===== src/rtl/fifo_rd_ctrl.sv =====
// fifo_rd_ctrl: FIFO read controller with 1-cycle read latency, 2-entry skid buffer and run/drain FSM
module fifo_rd_ctrl #(
    parameter int DATA_WIDTH = 8
) (
    input  logic                  clk,
    input  logic                  reset,
    input  logic                  en,
    input  logic                  fifo_empty,
    input  logic [DATA_WIDTH-1:0] fifo_data,
    output logic                  fifo_rd,
    output logic                  out_valid,
    output logic [DATA_WIDTH-1:0] out_data,
    input  logic                  out_ready,
    output logic [7:0]            pop_count,
    output logic [1:0]            state
);
    typedef enum logic [1:0] {IDLE = 2'd0, RUN = 2'd1, DRAIN = 2'd2} state_t;
    state_t                cur, nxt;
    logic [1:0]            occ, occ_n, base, level;
    logic                  pend, xfer;
    logic [DATA_WIDTH-1:0] head, tail, head_n, tail_n;
    always_comb begin
        state     = cur;
        out_valid = reset && occ != 2'd0;
        out_data  = reset ? head : '0;
        xfer      = out_valid && out_ready;
        level     = occ + {1'b0, pend} - {1'b0, xfer};
        fifo_rd   = reset && cur == RUN && en && !fifo_empty && level < 2'd2;
        occ_n     = level;
        base      = occ - {1'b0, xfer};
        head_n    = pend && base == 2'd0 ? fifo_data : xfer ? tail : head;
        tail_n    = pend && base == 2'd1 ? fifo_data : tail;
        nxt       = en ? RUN :
                    cur == RUN ? ((occ != 2'd0 || pend) ? DRAIN : IDLE) :
                    cur == DRAIN ? (occ_n == 2'd0 ? IDLE : DRAIN) : IDLE;
    end
    always_ff @(posedge clk) begin
        if (!reset) begin
            cur       <= IDLE;
            occ       <= 2'd0;
            pend      <= 1'b0;
            head      <= '0;
            tail      <= '0;
            pop_count <= 8'd0;
        end else begin
            cur       <= nxt;
            occ       <= occ_n;
            pend      <= fifo_rd;
            head      <= head_n;
            tail      <= tail_n;
            pop_count <= pop_count + {7'd0, xfer};
        end
    end
endmodule


===== config.mk =====
export PLATFORM = sky130hd
export DESIGN_NAME = fifo_rd_ctrl
export DESIGN_NICKNAME = d
export VERILOG_FILES = /design/src/rtl/fifo_rd_ctrl.sv
export SDC_FILE = /design/constraint.sdc
export NUM_CORES = 1
export LEC_CHECK = 0
export CORE_UTILIZATION = 43
export DETAILED_ROUTE_END_ITERATION = 8
export PLACE_DENSITY = 0.83
export SLEW_MARGIN = 15
export SYNTH_ARGS = -nofsm -noshare
export SYNTH_HDL_FRONTEND = slang
export SYNTH_SLANG_ARGS = --single-unit

===== constraint.sdc =====
create_clock -name clk -period 2.3 [get_ports clk]
set_clock_uncertainty 0.2 [all_clocks]
set_input_delay 0.46 -clock clk [delete_from_list [all_inputs] [get_ports clk]]
set_output_delay 0.46 -clock clk [all_outputs]
set_load 0.05 [all_outputs]

==> impl_metrics.py <==
metrics = {
    "run_status": {
        "status": "finished with violations",
        "violations": "negative setup slack",
    },
    "synthesis": {
        "ys_ff_latch": 29,
        "ys_types": 31,
        "synth-warning-count": 0,
        "syn-cell-area_um2": 1360,
        "synthCells": 153,
        "syn_nets": 171,
        "ys_seq_area_share_pct": 42.8,
        "syn_area_per_cell_um2": 8.86,
    },
    "timing": {
        "setup-tns-final_ns": -0.385,
        "tightest_slew_ns": 0.514,
        "finalHoldViolations": 0,
        "min_period_over_period_pct": 117,
        "setup_viol": 1,
        "fin_ws_ns": -0.385,
        "rsz0062_at_grt": "true",
        "slew_headroom_pct": 65.6,
        "drv_slew": 0,
        "period_minus_slack_ns": 2.69,
        "fmax_mhz": 372,
    },
    "floorplan": {
        "die_x_um": 58.2,
        "io_pins": 33,
        "core_um2": 3030,
        "fp.dieH_um": 58.2,
        "die-area_um2": 3380,
        "initial_core_util_pct": 44.8,
        "rows": 20,
    },
    "grt": {
        "antenna_found_initial": 0,
        "overflow": 0,
        "grtUsageTotal_pct": 24.7,
        "grt_max_degree": 24,
        "grt_pass1_vias": 1327,
        "grt_pass1_wl_um": 6100,
    },
    "finish": {
        "area_delta_synth_final_pct": 51.9,
        "design_area_um2": 2060,
        "final_common_cell": "dfxtp_1",
        "n_antenna_cell": 0,
        "nNetsFinal": 223,
        "layout-drive-gt1-share_pct": 25.7,
        "final_cell_mix": "dfxtp_1, nand2_1, clkdlybuf4s50_1",
    },
    "routing": {
        "ant_nets": 0,
        "drt_iter0_drc": 68,
        "wire_per_inst_um": 14.9,
        "wl_um": 3730,
        "via_per_inst": 5.34,
        "route.vias.total": 1336,
        "drc": 0,
        "drt-pass1-iter-count": 5,
    },
    "clock_network": {
        "root_buffer": "clkbuf_4",
        "path_clk_slew_ns": 0.10,
        "ctsLongestPathBuffers": 2,
        "clk_latency_ns": 0.35,
        "cts_buffers": 5,
        "postCtsHoldBufs": 0,
        "cts_tree": "built",
        "h-tree-depth": 2,
        "cts.sinks": 29,
    },
    "critical_path": {
        "end_kind": "output pin",
        "critical_path.max_fanout": 2,
        "critPathLaunchType": "flop",
        "arrival_ns": 2.03,
        "critPathRequiredTime_ns": 1.64,
        "path_class": "flop to output pin",
        "reg2reg_slack_ns": 0.08,
    },
    "pwr": {
        "ir_drop_mv": 0.256,
        "p_total_uw": 952,
        "powerDensity_nw_per_um2": 462,
        "power_leakage_uw": 0.000762,
    },
    "placement": {
        "portBuffers": 32,
        "gp_congestion": 0.758,
        "dp.final_hpwl_um": 2670,
        "dpl-instance-area_um2": 1950,
    },
    "min_path": {
        "worstHoldPathType": "flop to flop",
    },
    "run": {
        "cap_violations": 0,
    },
}
## critical path: stages, from the launching register on
cell	delay, ns
dfxtp_2	0.35
o211ai_4	0.20
inv_2	0.08
ha_4	0.27
inv_2	0.04
ha_4	0.14
xor3_2	0.26
nor3_4	0.18
buf_12	0.16
## through the flow
step                      instances  hold slack (ns)  worst slack (ns)  util (%)
final                           250            0.293            -0.385      68.1
after global placement          239            0.264            -0.543      64.3
after global routing            250            0.308            -0.458      68.1
after floorplan                 153            0.254            -0.394         -
after detailed placement        239            0.281            -0.653      64.3
after CTS                       250            0.294            -0.339      67.7
## layer usage
metal  global-route usage (%)  vias up  routed length [um]
met2                     44.0       64                1980
met4                     14.3        0                 108
li1                         -      644                   -
met3                     7.59       13                 209
met5                        0        -                   0
met1                     25.5      615                1430
## cell usage after synthesis
| cell type | instances | share of area (%) |
|---|---|---|
| dfxtp_1 | 29 | 43 |
| nand2_1 | 20 | 5.5 |
| and2_1 | 13 | 6.0 |
| nand3_1 | 12 | 4.4 |
| a21oi_1 | 11 | 4.1 |
| nor3_1 | 10 | 3.7 |
| o21ai_1 | 9 | 3.3 |
| a311oi_1 | 6 | 3.9 |
| ha_1 | 5 | 4.6 |
| inv_1 | 5 | 1.4 |
| nor2_1 | 5 | 1.4 |
| a311oi_2 | 2 | 2.2 |
| buf_1 | 2 | 0.55 |
| buf_6 | 2 | 1.7 |
| clkbuf_1 | 2 | 0.55 |
| nor2b_1 | 2 | 0.92 |
| o21ai_0 | 2 | 0.74 |
| or3_1 | 2 | 0.92 |
| xor2_1 | 2 | 1.3 |
| a211oi_1 | 1 | 0.55 |
| inv_2 | 1 | 0.28 |
| nand2b_1 | 1 | 0.46 |
| nand3_4 | 1 | 1.3 |
| o211ai_2 | 1 | 0.92 |
| o311ai_0 | 1 | 0.65 |
| o31ai_1 | 1 | 0.55 |
| or4_1 | 1 | 0.55 |
| xnor2_1 | 1 | 0.65 |
| xnor2_2 | 1 | 1.2 |
| xor2_2 | 1 | 1.2 |
| xor3_1 | 1 | 1.8 |
## cell type report
type / count / area, um^2
fillers: 222 / 967
clock buffers: 5 / 37.5
inverters: 6 / 22.5
multi-input cells: 112 / 769
flip-flops and latches: 29 / 583
clock inverters: 3 / 17.5
repair buffers: 51 / 576
well taps: 44 / 55.1
## kinds of logic after synthesis
kind of cell	count (synthesis)	share of synthesized area, %
flip-flops	29	42.8
AO/OA/AOI/OAI	34	16.9
XOR/XNOR	6	6.09
buffers and inverters	12	4.43
adder cells (fa/ha/maj)	5	4.61
AND/OR/NAND/NOR	67	25.2
## report_power, final
part | internal (uW) | total (uW) | switching, uW
Combinational | 60.5 | 128 | 67.2
Clock | 115 | 310 | 195
Sequential | 509 | 514 | 4.89
## path summary, 6_finish.rpt
| path | start | end | cells after the start |
|---|---|---|---|
| max reg2reg | occ[1] | tail[0] | 8 |
| max | occ[1] | fifo_rd | 8 |
| min | head[2] | head[2] | 2 |
| min reg2reg | head[2] | head[2] | 2 |
## sequential cells by signal, indices dropped and copies added (netlist names)
register / count
pend: 1
occ: 2
tail: 8
head: 8
state: 2
pop_count: 8
## repair_timing
| action | in CTS | in global routing |
|---|---|---|
| setup buffers | 3 | 0 |
| pin swaps | 3 | 2 |
| setup endpoints to repair | 1 | 4 |
| endpoints found under the hold margin | 0 | 0 |
| cloned | 0 | 0 |
| resized for setup | 8 | 4 |
Power figures use the tool's default switching activity.
